[config.mk]
export PLATFORM = sky130hd
export DESIGN_NAME = parallell_vektorprodukt
export DESIGN_NICKNAME = d
export VERILOG_FILES = /design/src/rtl/parallell_vektorprodukt.sv
export SDC_FILE = /design/constraint.sdc
export NUM_CORES = 2
export LEC_CHECK = 0
export ABC_CLOCK_PERIOD_IN_PS = 10500
export CAP_MARGIN = 25
export CORE_MARGIN = 2
export CORE_UTILIZATION = 63
export DETAILED_ROUTE_END_ITERATION = 10
export PLACE_DENSITY_LB_ADDON = 0.25
export SLEW_MARGIN = 20
export SYNTH_ARGS = -nofsm -noshare
export SYNTH_HDL_FRONTEND = slang
export SYNTH_SLANG_ARGS = --single-unit
[constraint.sdc]
create_clock -name clk -period 10.5 [get_ports clk]
set_input_delay 2.625 -clock clk [delete_from_list [all_inputs] [get_ports clk]]
set_output_delay 2.625 -clock clk [all_outputs]
set_load 0.02 [all_outputs]
[src/rtl/parallell_vektorprodukt.sv]
// CH parallel 4-element vector units: element-wise product or 3D cross product,
// two register stages (products, then results) with valid/ready backpressure.
module parallell_vektorprodukt #(
  parameter int W    = 8,
  parameter int CH   = 3,
  parameter int CNTW = 16
) (
  input  logic              clk,
  input  logic              rst_n,
  input  logic              in_valid,
  output logic              in_ready,
  input  logic              in_mode,
  input  logic [CH*4*W-1:0] a_vec,
  input  logic [CH*4*W-1:0] b_vec,
  output logic              out_valid,
  input  logic              out_ready,
  output logic [CH*4*W-1:0] c_vec,
  output logic [CH-1:0]     ovf,
  output logic              out_mode,
  output logic [CNTW-1:0]   done_cnt
);

  localparam int PW = 2 * W;
  localparam int NP = 6;

  function automatic logic [W-1:0] elem(input logic [CH*4*W-1:0] v, input int k, input int e);
    return v[(k*4+e)*W +: W];
  endfunction

  function automatic logic signed [PW:0] cross_diff(input logic [PW-1:0] pa, input logic [PW-1:0] pb);
    return $signed({1'b0, pa}) - $signed({1'b0, pb});
  endfunction

  function automatic logic [W-1:0] wrap_w(input logic signed [PW:0] d);
    return d[W-1:0];
  endfunction

  function automatic logic range_ovf(input logic signed [PW:0] d);
    return d[PW] | (|d[PW-1:W]);
  endfunction

  logic              s1_adv, s2_adv;
  logic              vld_p1_q;
  logic              mode_p1_q;
  logic [W-1:0]      op_a [CH][NP];
  logic [W-1:0]      op_b [CH][NP];
  logic [PW-1:0]     prod_p1_d [CH][NP];
  logic [PW-1:0]     prod_p1_q [CH][NP];
  logic [CH*4*W-1:0] c_p2_d, c_p2_q;
  logic [CH-1:0]     ovf_p2_d, ovf_p2_q;
  logic              vld_p2_q, mode_p2_q;
  logic [CNTW-1:0]   cnt_q;

  assign s2_adv   = !vld_p2_q || out_ready;
  assign s1_adv   = !vld_p1_q || s2_adv;
  assign in_ready = s1_adv;

  // Cross mode pairs products (0,1),(2,3),(4,5) so each result is p[2e] - p[2e+1].
  always_comb begin
    for (int k = 0; k < CH; k++) begin
      for (int j = 0; j < NP; j++) begin
        op_a[k][j] = '0;
        op_b[k][j] = '0;
      end
      if (in_mode) begin
        op_a[k][0] = elem(a_vec, k, 1); op_b[k][0] = elem(b_vec, k, 2);
        op_a[k][1] = elem(a_vec, k, 2); op_b[k][1] = elem(b_vec, k, 1);
        op_a[k][2] = elem(a_vec, k, 2); op_b[k][2] = elem(b_vec, k, 0);
        op_a[k][3] = elem(a_vec, k, 0); op_b[k][3] = elem(b_vec, k, 2);
        op_a[k][4] = elem(a_vec, k, 0); op_b[k][4] = elem(b_vec, k, 1);
        op_a[k][5] = elem(a_vec, k, 1); op_b[k][5] = elem(b_vec, k, 0);
      end else begin
        for (int e = 0; e < 4; e++) begin
          op_a[k][e] = elem(a_vec, k, e);
          op_b[k][e] = elem(b_vec, k, e);
        end
      end
      for (int j = 0; j < NP; j++) begin
        prod_p1_d[k][j] = PW'(op_a[k][j]) * PW'(op_b[k][j]);
      end
    end
  end

  // ---- stage p1: full-precision products ----
  always_ff @(posedge clk or negedge rst_n) begin
    if (!rst_n) begin
      vld_p1_q <= 1'b0;
    end else if (s1_adv) begin
      vld_p1_q <= in_valid;
    end
  end

  always_ff @(posedge clk) begin
    if (s1_adv && in_valid) begin
      prod_p1_q <= prod_p1_d;
      mode_p1_q <= in_mode;
    end
  end

  always_comb begin
    c_p2_d   = '0;
    ovf_p2_d = '0;
    for (int k = 0; k < CH; k++) begin
      for (int e = 0; e < 4; e++) begin
        if (mode_p1_q) begin
          if (e < 3) begin
            c_p2_d[(k*4+e)*W +: W] = wrap_w(cross_diff(prod_p1_q[k][2*e], prod_p1_q[k][2*e+1]));
            ovf_p2_d[k] = ovf_p2_d[k] | range_ovf(cross_diff(prod_p1_q[k][2*e], prod_p1_q[k][2*e+1]));
          end
        end else begin
          c_p2_d[(k*4+e)*W +: W] = prod_p1_q[k][e][W-1:0];
          ovf_p2_d[k] = ovf_p2_d[k] | (|prod_p1_q[k][e][PW-1:W]);
        end
      end
    end
  end

  // ---- stage p2: wrapped results, overflow flags, completion counter ----
  always_ff @(posedge clk or negedge rst_n) begin
    if (!rst_n) begin
      vld_p2_q  <= 1'b0;
      c_p2_q    <= '0;
      ovf_p2_q  <= '0;
      mode_p2_q <= 1'b0;
      cnt_q     <= '0;
    end else begin
      if (s2_adv) begin
        vld_p2_q <= vld_p1_q;
      end
      if (s2_adv && vld_p1_q) begin
        c_p2_q    <= c_p2_d;
        ovf_p2_q  <= ovf_p2_d;
        mode_p2_q <= mode_p1_q;
      end
      if (vld_p2_q && out_ready) begin
        cnt_q <= cnt_q + 1'b1;
      end
    end
  end

  assign out_valid = vld_p2_q;
  assign c_vec     = c_p2_q;
  assign ovf       = ovf_p2_q;
  assign out_mode  = mode_p2_q;
  assign done_cnt  = cnt_q;

endmodule

==> impl_results.md <==
* CTS tree: built
* DP Area at around 64000 um^2
* Hold_buf cts at 0
* Core box area at just over 90000 um^2
* Cell Pwr Density at 214.5 nW/um^2
* P_leak at 33.27 nW
* Clk_lat worst skew at 620 ps
* Met2 wire len at approximately 75 mm
* Crit path max fanout at 98
* Die H at between 300 and 400 um
* Finished Layout Cells at 7955
* Clk buf depth at 3
* Min Tclk post-route at 8110 ps
* Final Max Slew Viols at 0
* GRT Residual Overflow at 0
* Reg2reg start: mode_p1_q
* Vias in the first global route at 47490
* FP Rows at roughly 110
* Req. time, crit path at approximately 11000 ps
* Post-synth EDFFs at 289
* Reg-to-reg setup timing slack at between 5000 and 6000 ps
* Post-synthesis cell type count at 82
* Sink Count at 407
* Largest stage delay, worst path at between 600 and 700 ps
* Critical Path AT at ~8500 ps
* CTS Buf Count at 49
* Setup ws final at 2390 ps
* Largest net degree at the start of global routing at roughly 120
* H-tree depth at 2
* Clk root buf: clkbuf_16
* Initial antenna violation count at 2
* FMAX at 0.1233 GHz
* CP Capture Type: flop
* DR iter-0 viols at roughly 3700
* ANT nets after route at 0
* Die area at 97030 um^2
* Rel. slew slack at 27.86%
* # DRC at 0
* Post-DR wirelength/cell at between 20 and 25 um
* Starting Density at 63.73%
* Fin nets at 8304
* Fin area at 65490 um^2
* Post-synth ARST share at 28.99%
* Synth Instances at around 6500
* Fin Clk Skew at around 29 ps
* Die Wd at 311.5 um
* Postcts setup bufs at 0
* Max-cap check violation count at 0
* Seq/Total Area, Yosys at 19.53%
* Period utilization at 77.24%
* Element type at the critical path start: input pin
* Synth Register Bits at 407
* Metal3 WL at 12.28 mm
* Most frequent cells in the layout: 1139 x inv_1, 793 x ha_1, 657 x fa_1
* Layout cells sized above 1 at approximately 3.6%
* First-pass GRT wire length at 254.5 mm
* Most common cell after layout, fill and taps aside: inv_1
* Worst hold path cell count at 1
* Most used cell, CP: fa_1
* Syn Area/Cell at 9.227 um^2
* Final setup TNS at 0 ps
* Unrepaired setup endpoints after global routing: no
* Clock slew at reported path FFs at approximately 60 ps
* Least-Margin Pin Slew at 1082 ps
* Via Count at around 47000
* R2R Path End: ovf[1]
* Final HPWL DP at 128.1 mm
* Hold Path Sink: done_cnt[15]
* Synth-to-Final Area Change at 9.948%
* HP Start: done_cnt[15]
* Power, Total at 14.05 mW
* Placed instance count at 7858
* Pre-CTS setup slack at 1821 ps
* Synth warn at 0
* Post-Synthesis Net Count at 8103
* # port buffers at 314
* Tot GR Track Use at roughly a third
* Peak supply drop at approximately 0.15 mV
* Most used DFF post-synth: edfxtp_1
* Critical path type: input pin to flop
* Routed vias/inst at approximately 5.9
* Met1 wire length at 65.59 mm
* R2R depth at 11
* Gpl congestion at a little under 1
* CP Cell Sequence: buf_8 -> buf_4 -> mux2i_1 -> nor2_1 -> fa_1 -> fa_1 -> inv_1 -> fa_1 -> fa_1 -> inv_1 -> ha_1 -> o21ai_0 -> a21boi_0 -> o21ai_0 -> a21boi_0 -> o2111ai_1 -> a31oi_1 -> xnor2_1
* Drt pass-1 iters at 9
* Final setup vio count at 0
* Final Routed Wirelength at 159.7 mm
* Max layer used: met4
* IO Pins at between 300 and 400
* Post_cts resized at 0
* Status: completed
* Worst path slowest cell: buf_8
* Post-synthesis cell area at 59570 um^2
* Worst hold-check path type: flop to flop
* Hold Fails Final Rpt at 0
## stage by stage
| stage | util, % | hold WS [ps] |
|---|---|---|
| after floorplan | - | 471.1 |
| after CTS | 70.00 | 473.1 |
| after global routing | 70.06 | 491.4 |
| after global placement | 68.24 | 455.8 |
| final | 70.07 | 468.7 |
| after detailed placement | 68.24 | 463.5 |
## state kept, by name, indices dropped and copies added, names as in the netlist
name	flops
c_vec	96
out_mode	1
done_cnt	16
vld_p1_q	1
mode_p1_q	1
ovf	3
prod_p1_q	288
out_valid	1
## worst max-delay path by stage
stage	from	slack [ps]	to
3_3_place_gp	in_mode	1900	prod_p1_q[95]
3_5_place_dp	in_mode	1820	prod_p1_q[95]
2_1_floorplan	out_ready	340	mode_p1_q
6_report	in_mode	2390	prod_p1_q[287]
5_1_grt	in_mode	2050	prod_p1_q[79]
4_1_cts	in_mode	2470	prod_p1_q[79]
## synthesized netlist by cell type (all sizes together), types with 28 or more instances
cell type / n / area (um^2)
a21boi: 30 / 225.2
a21o: 58 / 435.4
a21oi: 190 / 950.9
and2: 70 / 437.9
and3: 326 / 2039
buf: 28 / 120.1
clkbuf: 170 / 660.6
dfrtp: 118 / 2953
edfxtp: 289 / 8678
fa: 657 / 13150
ha: 793 / 9922
inv: 1140 / 4279
mux2i: 179 / 1792
nand2: 269 / 1017
nand2b: 94 / 588.1
nand3: 135 / 675.7
nor2: 552 / 2072
nor2b: 301 / 1883
nor3: 74 / 370.4
nor4: 37 / 237.7
o2111ai: 33 / 289.0
o21a: 39 / 292.8
o21ai: 211 / 1056
or2: 89 / 556.8
xnor2: 197 / 1725
xor2: 71 / 621.9
## worst max-delay path: cells and delay by family
kind            cells  cell delay, ps
compound gates      6            1360
xor+xnor            1              80
fa+ha+maj           5            2270
buf+inv             4            1200
mux                 1             640
simple gates        1             160
## kinds of logic after synthesis
logic type                 Yosys count  share of synthesized area, %
AOI/OAI and AO/OA                  779                         8.557
xor gates and xnor gates           268                         3.940
and+or+nand+nor                   2021                         17.47
buffers and inverters             1338                         8.494
DFF                                407                         19.53
muxes                              193                         3.272
adders and majority gates         1450                         38.74
## power breakdown
part	internal (mW)	switching, mW	leakage [nW]
combinational	3.91	5.38	28.2
clock	1.00	0.760	0.811
sequential	2.57	0.427	4.29
## routing by layer
metal | GRT usage (%) | vias up
li1 | - | 21740
met1 | 43.50 | 23210
met2 | 54.83 | 1699
met3 | 5.364 | 382
met4 | 12.26 | 0
met5 | 0 | -
## layout make-up
cell class	instances	area (um^2)
diodes	3	7.507
clock buffers	62	1351
clock inverters	30	297.8
fillers	7367	27980
inverters	1140	4280
multi-input cells	4711	42890
flip-flops and latches	407	11630
well taps	1254	1569
repair buffers	348	3470
(Power assumes the default switching activity.)
